## config.mk

```make
export PLATFORM = sky130hd
export DESIGN_NAME = axis_sample_packer
export DESIGN_NICKNAME = d
export VERILOG_FILES = /design/src/rtl/axis_sample_packer.sv
export SDC_FILE = /design/constraint.sdc
export NUM_CORES = 1
export LEC_CHECK = 0
export ABC_AREA = 1
export CAP_MARGIN = 10
export CORE_MARGIN = 3
export CORE_UTILIZATION = 44
export CTS_BUF_LIST = sky130_fd_sc_hd__clkbuf_2
export DETAILED_ROUTE_END_ITERATION = 6
export HOLD_SLACK_MARGIN = 0.05
export PLACE_DENSITY = 0.74
export SLEW_MARGIN = 0
export SYNTH_ARGS = -nofsm -noshare
export SYNTH_HDL_FRONTEND = slang
export SYNTH_SLANG_ARGS = --single-unit
```

## constraint.sdc

```tcl
create_clock -name CLK -period 11.9 [get_ports CLK]
set_input_delay 2.38 -clock CLK [delete_from_list [all_inputs] [get_ports CLK]]
set_output_delay 2.38 -clock CLK [all_outputs]
set_load 0.01 [all_outputs]
```

## src/rtl/axis_sample_packer.sv

```systemverilog
// Packs 8-bit samples into 128-bit AXI4-Stream beats of 16 samples, frames them
// into packets with tlast, and buffers beats in a small FIFO for the master port.
module axis_sample_packer #(
  parameter int PKT_BEATS  = 64,
  parameter int FIFO_DEPTH = 4
) (
  input  logic                          CLK,
  input  logic                          RST,
  input  logic                          in_valid,
  input  logic [7:0]                    in_data,
  input  logic                          flush,
  output logic [127:0]                  m_axis_tdata,
  output logic [15:0]                   m_axis_tkeep,
  output logic                          m_axis_tlast,
  output logic                          m_axis_tvalid,
  input  logic                          m_axis_tready,
  output logic                          overflow,
  output logic [$clog2(FIFO_DEPTH):0]   fifo_level
);

  localparam int              PTR_W     = $clog2(FIFO_DEPTH);
  localparam int              ENT_W     = 1 + 16 + 128;
  localparam logic [15:0]     LAST_BEAT = 16'(PKT_BEATS - 1);
  localparam logic [PTR_W:0]  FULL_LVL  = (PTR_W + 1)'(FIFO_DEPTH);

  logic [3:0]        r_idx;
  logic [7:0]        r_hold [0:14];
  logic [15:0]       r_bcnt;
  logic [ENT_W-1:0]  r_mem [0:FIFO_DEPTH-1];
  logic [PTR_W-1:0]  r_wptr;
  logic [PTR_W-1:0]  r_rptr;
  logic [PTR_W:0]    r_level;
  logic              r_ovf;

  logic [4:0]        w_cnt;
  logic              w_full;
  logic              w_push;
  logic              w_last;
  logic [127:0]      w_data;
  logic [15:0]       w_keep;
  logic              w_pop;
  logic              w_wr;
  logic [ENT_W-1:0]  w_head;

  // w_cnt counts the samples in the beat including a same-cycle sample.
  assign w_cnt  = {1'b0, r_idx} + {4'b0000, in_valid};
  assign w_full = in_valid && (r_idx == 4'd15);
  assign w_push = w_full || (flush && (w_cnt != 5'd0));
  assign w_last = flush || (r_bcnt == LAST_BEAT);
  assign w_pop  = (r_level != '0) && m_axis_tready;
  assign w_wr   = w_push && ((r_level != FULL_LVL) || w_pop);

  // Stale holding bytes above the index are masked so partial beats pad with zeros.
  always_comb begin
    w_data = '0;
    w_keep = '0;
    for (int k = 0; k < 15; k++) begin
      if (4'(k) < r_idx) w_data[8*k +: 8] = r_hold[k];
    end
    for (int k = 0; k < 16; k++) begin
      if (5'(k) < w_cnt) w_keep[k] = 1'b1;
      if (in_valid && (r_idx == 4'(k))) w_data[8*k +: 8] = in_data;
    end
  end

  always_ff @(posedge CLK or posedge RST) begin
    if (RST) begin
      r_idx  <= '0;
      r_bcnt <= '0;
      for (int k = 0; k < 15; k++) r_hold[k] <= '0;
    end else begin
      for (int k = 0; k < 15; k++) begin
        if (in_valid && (r_idx == 4'(k))) r_hold[k] <= in_data;
      end
      if (w_push) begin
        r_idx  <= '0;
        r_bcnt <= w_last ? '0 : r_bcnt + 16'd1;
      end else if (in_valid) begin
        r_idx  <= r_idx + 4'd1;
      end
    end
  end

  always_ff @(posedge CLK or posedge RST) begin
    if (RST) begin
      r_wptr  <= '0;
      r_rptr  <= '0;
      r_level <= '0;
      r_ovf   <= 1'b0;
    end else begin
      if (w_wr)           r_wptr <= r_wptr + PTR_W'(1);
      if (w_pop)          r_rptr <= r_rptr + PTR_W'(1);
      if (w_push && !w_wr) r_ovf <= 1'b1;
      case ({w_wr, w_pop})
        2'b10:   r_level <= r_level + (PTR_W + 1)'(1);
        2'b01:   r_level <= r_level - (PTR_W + 1)'(1);
        default: r_level <= r_level;
      endcase
    end
  end

  always_ff @(posedge CLK) begin
    if (w_wr) r_mem[r_wptr] <= {w_last, w_keep, w_data};
  end

  // Outputs are forced to zero while empty so reset clears them without clearing storage.
  assign w_head        = r_mem[r_rptr];
  assign m_axis_tvalid = (r_level != '0);
  assign m_axis_tdata  = m_axis_tvalid ? w_head[127:0]   : '0;
  assign m_axis_tkeep  = m_axis_tvalid ? w_head[143:128] : '0;
  assign m_axis_tlast  = m_axis_tvalid ? w_head[144]     : 1'b0;
  assign overflow      = r_ovf;
  assign fifo_level    = r_level;

endmodule

```

==> metrics.md <==
| Metric | Value |
|---|---|
| Setup slack of the most critical reg-to-reg path | `7120 ps` |
| Tightest Hold Check Type | `flip-flop to flip-flop` |
| Fin Setup TNS | `0 ps` |
| Maximum fanout along the worst path | `approximately 100` |
| Placer's final routability congestion estimate | `0.790` |
| Source of the critical timing path | `r_rptr[0]` |
| Critical path capture point type | `primary output` |
| Pre-CTS WS | `5150 ps` |
| Deepest clock path buffer count | `3` |
| Share of power burned in registers | `41.9%` |
| Maximum clock frequency | `134 MHz` |
| Netlist area before placement | `29700 sq um` |
| Core region area | `66300 sq um` |
| Most common cell after layout, fill and taps aside | `sky130_fd_sc_hd__nor2_1` |
| Final wirelength | `72300 microns` |
| Post-layout min period | `7480 ps` |
| Final Power | `~8700 uW` |
| H-tree level count | `4` |
| Flops & latches, synth | `728` |
| Quantity of gates resized following cts | `0` |
| Hold bufs inserted after CTS | `0` |
| Part of the Yosys area used for sequential elements | `a little under three quarters` |
| Total power per unit cell area | `about 260 nW/um^2` |
| Launch point of the worst hold path | `r_hold[112]` |
| CTS Sinks | `728` |
| Relative contribution of the clock network to total power | `18.9%` |
| Switching Power | `approximately 3300 uW` |
| Std-Cell Rows | `94` |
| Chip Height | `266 microns` |
| Biggest cell delay along the critical path | `860 ps` |
| Arr. time, crit path | `5100 ps` |
| Cells along the critical path | `inv_6 > buf_4 > o21ai_0 > a21oi_1 > clkdlybuf4s50_1` |
| Proportion of total power due to net switching | `between 30% and 40%` |
| Via count | `20.6k` |
| Reported max-cap violation count | `0` |
| Starting density of the core | `44.8%` |
| Kind of start point of the critical path | `flip-flop` |
| Crit path required time | `about 9500 ps` |
| Detailed Route Iter0 Violations | `1928` |
| Reg-to-Reg Start | `r_idx[2]` |
| Total setup buffers inserted after CTS | `0` |
| Gate Count Post-Synth | `2657` |
| Final setup violation count | `0` |
| Syn_area_per_cell | `11.2 sq um` |
| Placed cell count | `3559` |
| Leakage power total | `0.0127 uW` |
| Slew at the pin with the worst max-slew slack | `roughly 1200 ps` |
| Die outline width | `266 microns` |
| Most congested layer reported by global routing | `met2` |
| Number of antenna violations at the first check in global routing | `3` |
| Fin cells | `3871` |
| WL per Instance | `18.7 microns` |
| Global-route wire length before repair | `110000 microns` |
| Final #Nets | `just under 3k` |
| Result of the run | `complete, no violations` |
| Type of the worst setup path | `flip-flop to primary output` |
| Clock tree from TritonCTS | `yes` |
| Worst slew margin relative to its limit | `19.2%` |
| Smallest hold slack | `495 ps` |
| DRT Pass-1 Iters | `5` |
| Nets in the synthesized netlist | `2682` |
| Quantity of I/O buffers inserted on ports | `162` |
| Fraction of layout cells with a size suffix above 1 | `approximately 11%` |
| Global Route met2 Usage | `33.0%` |
| DRC violation count after routing | `0` |
| Commonest non-fill, non-tap cells in the layout | `sky130_fd_sc_hd__nor2_1, sky130_fd_sc_hd__edfxtp_1, sky130_fd_sc_hd__o21ai_0` |
| Global Route Usage Sum | `20.4%` |
| Global routing met3 resource utilization | `under 10%` |
| Number of endpoints with negative hold slack in the final report | `0` |
| Internal Dissipation | `5390 uW` |
| Unrepaired setup endpoints after global routing | `false` |
| Setup clock skew after layout | `62.5 ps` |
| Clock transition at path regs | `approximately 100 ps` |
| Antenna Violating Nets Remaining | `0` |
| Met1 GRT Util | `26.9%` |
| Worst skew pair latency | `1340 ps` |
| Largest net degree at the start of global routing | `146` |
| Per-cell via count in the routed design | `5.31` |
| Num ports | `163` |
| TritonCTS buffer count | `169` |
| Clock root buffer master | `sky130_fd_sc_hd__clkbuf_2` |
| Sum of net half-perimeters after detailed placement | `39700 microns` |
| Maximum vdd drop | `approximately 0.15 mV` |
| Cell with the largest stage delay on the worst path | `sky130_fd_sc_hd__dfrtp_4` |
| Count of synthesis-stage warnings from yosys | `0` |
| Final cycle utilization of the critical path | `62.8%` |
| Slack of the critical path | `~4400 ps` |
| Combinational group share of total power | `39.3%` |
| Final global-route overflow total | `0` |
| Number of global-route vias before repair | `19.8k` |
| Total count of max-transition violations in the final report | `0` |
| Area overhead of the layout relative to synthesis | `13.5%` |
| Distinct cell type count after synthesis | `36` |
| Total Die Area | `70700 sq um` |
-- state kept, by name (all words and copies together) (netlist names) --
signal	count
overflow	1
fifo_level	3
r_hold	120
r_bcnt	16
r_idx	4
r_mem	580
r_wptr	2
r_rptr	2
-- power groups by stage --
| stage | clock network (uW) | logic [uW] | registers [uW] |
|---|---|---|---|
| floorplan | 0 | 1890 | 3670 |
| finish | 1640 | 3420 | 3640 |
| global placement | 0 | 3400 | 3670 |
| global route | 1820 | 3760 | 3690 |
| detailed placement | 0 | 3450 | 3690 |
| CTS | 1680 | 3470 | 3630 |
-- worst max-delay path: cells and delay by family (launching register included) --
family | cells | cell delay [ps]
buffers and inverters | 3 | 2130
DFF | 1 | 860
AOI/OAI and AO/OA | 2 | 670
-- cells by family (layout without fill, tap and decap cells) --
kind of cell    count (synthesis)  in the layout  share of synthesized area (%)
other cells                     0              5                              0
flops                         728            728                           71.1
fa+ha+maj                      12             12                          0.530
xor+xnor                        9              9                          0.265
buf+inv                       326            671                           4.28
simple gates                  866            866                           11.4
compound gates                716            716                           12.4
-- path summary, 6_finish.rpt --
check | end | cells after the start
max reg2reg | r_mem[1][65] | 9
min reg2reg | r_hold[112] | 2
min in group asynchronous | r_hold[22] | 2
min | r_hold[112] | 2
max | m_axis_tdata[47] | 5
max in group asynchronous | r_rptr[1] | 3
-- stage by stage --
| stage | util, % | area [sq um] |
|---|---|---|
| final | 50.8 | 33700 |
| after global routing | 50.8 | 33700 |
| after CTS | 50.8 | 33700 |
| after detailed placement | 48.4 | 32100 |
| after global placement | 48.4 | 32100 |
| after floorplan | - | 29700 |
-- metal layers --
metal / routed length (microns) / part of all wire [%] / vias up
li1: - / - / 9705
met2: 35000 / 48 / 810
met4: 1610 / 2.2 / 0
met5: 0 / 0 / -
met1: 30100 / 42 / 9942
met3: 5600 / 7.7 / 115
-- cell type report --
class                           count  area, sq um
Tap cell                          864         1080
Timing Repair Buffer              190         1840
Clock inverter                     45          320
Inverter                          174          668
Multi-Input combinational cell   1603         7360
Antenna cell                        5         12.5
Sequential cell                   728        21100
Clock buffer                      262         1310
Fill cell                        5750        32600
-- Yosys cell counts --
| cell type | instances | area share (%) |
|---|---|---|
| sky130_fd_sc_hd__nor2_1 | 642 | 8.1 |
| sky130_fd_sc_hd__edfxtp_1 | 580 | 59 |
| sky130_fd_sc_hd__o21ai_0 | 515 | 8.7 |
| sky130_fd_sc_hd__nand2_1 | 175 | 2.2 |
| sky130_fd_sc_hd__inv_1 | 171 | 2.2 |
| sky130_fd_sc_hd__a21oi_1 | 157 | 2.6 |
| sky130_fd_sc_hd__dfrtp_1 | 148 | 12 |
| sky130_fd_sc_hd__clkbuf_1 | 106 | 1.3 |
| sky130_fd_sc_hd__o31ai_1 | 37 | 0.93 |
| sky130_fd_sc_hd__buf_2 | 25 | 0.42 |
| sky130_fd_sc_hd__buf_1 | 18 | 0.23 |
| sky130_fd_sc_hd__nand3_1 | 16 | 0.27 |
| sky130_fd_sc_hd__ha_1 | 11 | 0.46 |
| sky130_fd_sc_hd__nor3_1 | 10 | 0.17 |
| sky130_fd_sc_hd__xor2_1 | 9 | 0.27 |
| sky130_fd_sc_hd__nand2_2 | 4 | 0.084 |
| sky130_fd_sc_hd__nand4_1 | 4 | 0.084 |
| sky130_fd_sc_hd__inv_2 | 3 | 0.038 |
| sky130_fd_sc_hd__nor2_4 | 3 | 0.11 |
| sky130_fd_sc_hd__o21ai_1 | 3 | 0.051 |
| sky130_fd_sc_hd__buf_6 | 2 | 0.076 |
| sky130_fd_sc_hd__nand2_4 | 2 | 0.076 |
| sky130_fd_sc_hd__nor3b_1 | 2 | 0.051 |
| sky130_fd_sc_hd__o21bai_1 | 2 | 0.051 |
| sky130_fd_sc_hd__a21o_1 | 1 | 0.025 |
| sky130_fd_sc_hd__and3_1 | 1 | 0.021 |
| sky130_fd_sc_hd__clkbuf_2 | 1 | 0.017 |
| sky130_fd_sc_hd__fa_1 | 1 | 0.067 |
| sky130_fd_sc_hd__nand3_2 | 1 | 0.034 |
| sky130_fd_sc_hd__nand3_4 | 1 | 0.059 |
| sky130_fd_sc_hd__nand4_4 | 1 | 0.072 |
| sky130_fd_sc_hd__nor2_2 | 1 | 0.021 |
| sky130_fd_sc_hd__nor3_2 | 1 | 0.034 |
| sky130_fd_sc_hd__nor4_1 | 1 | 0.021 |
| sky130_fd_sc_hd__o21bai_2 | 1 | 0.038 |
| sky130_fd_sc_hd__or2_1 | 1 | 0.021 |
No activity file was read; power rests on OpenSTA's default activity.
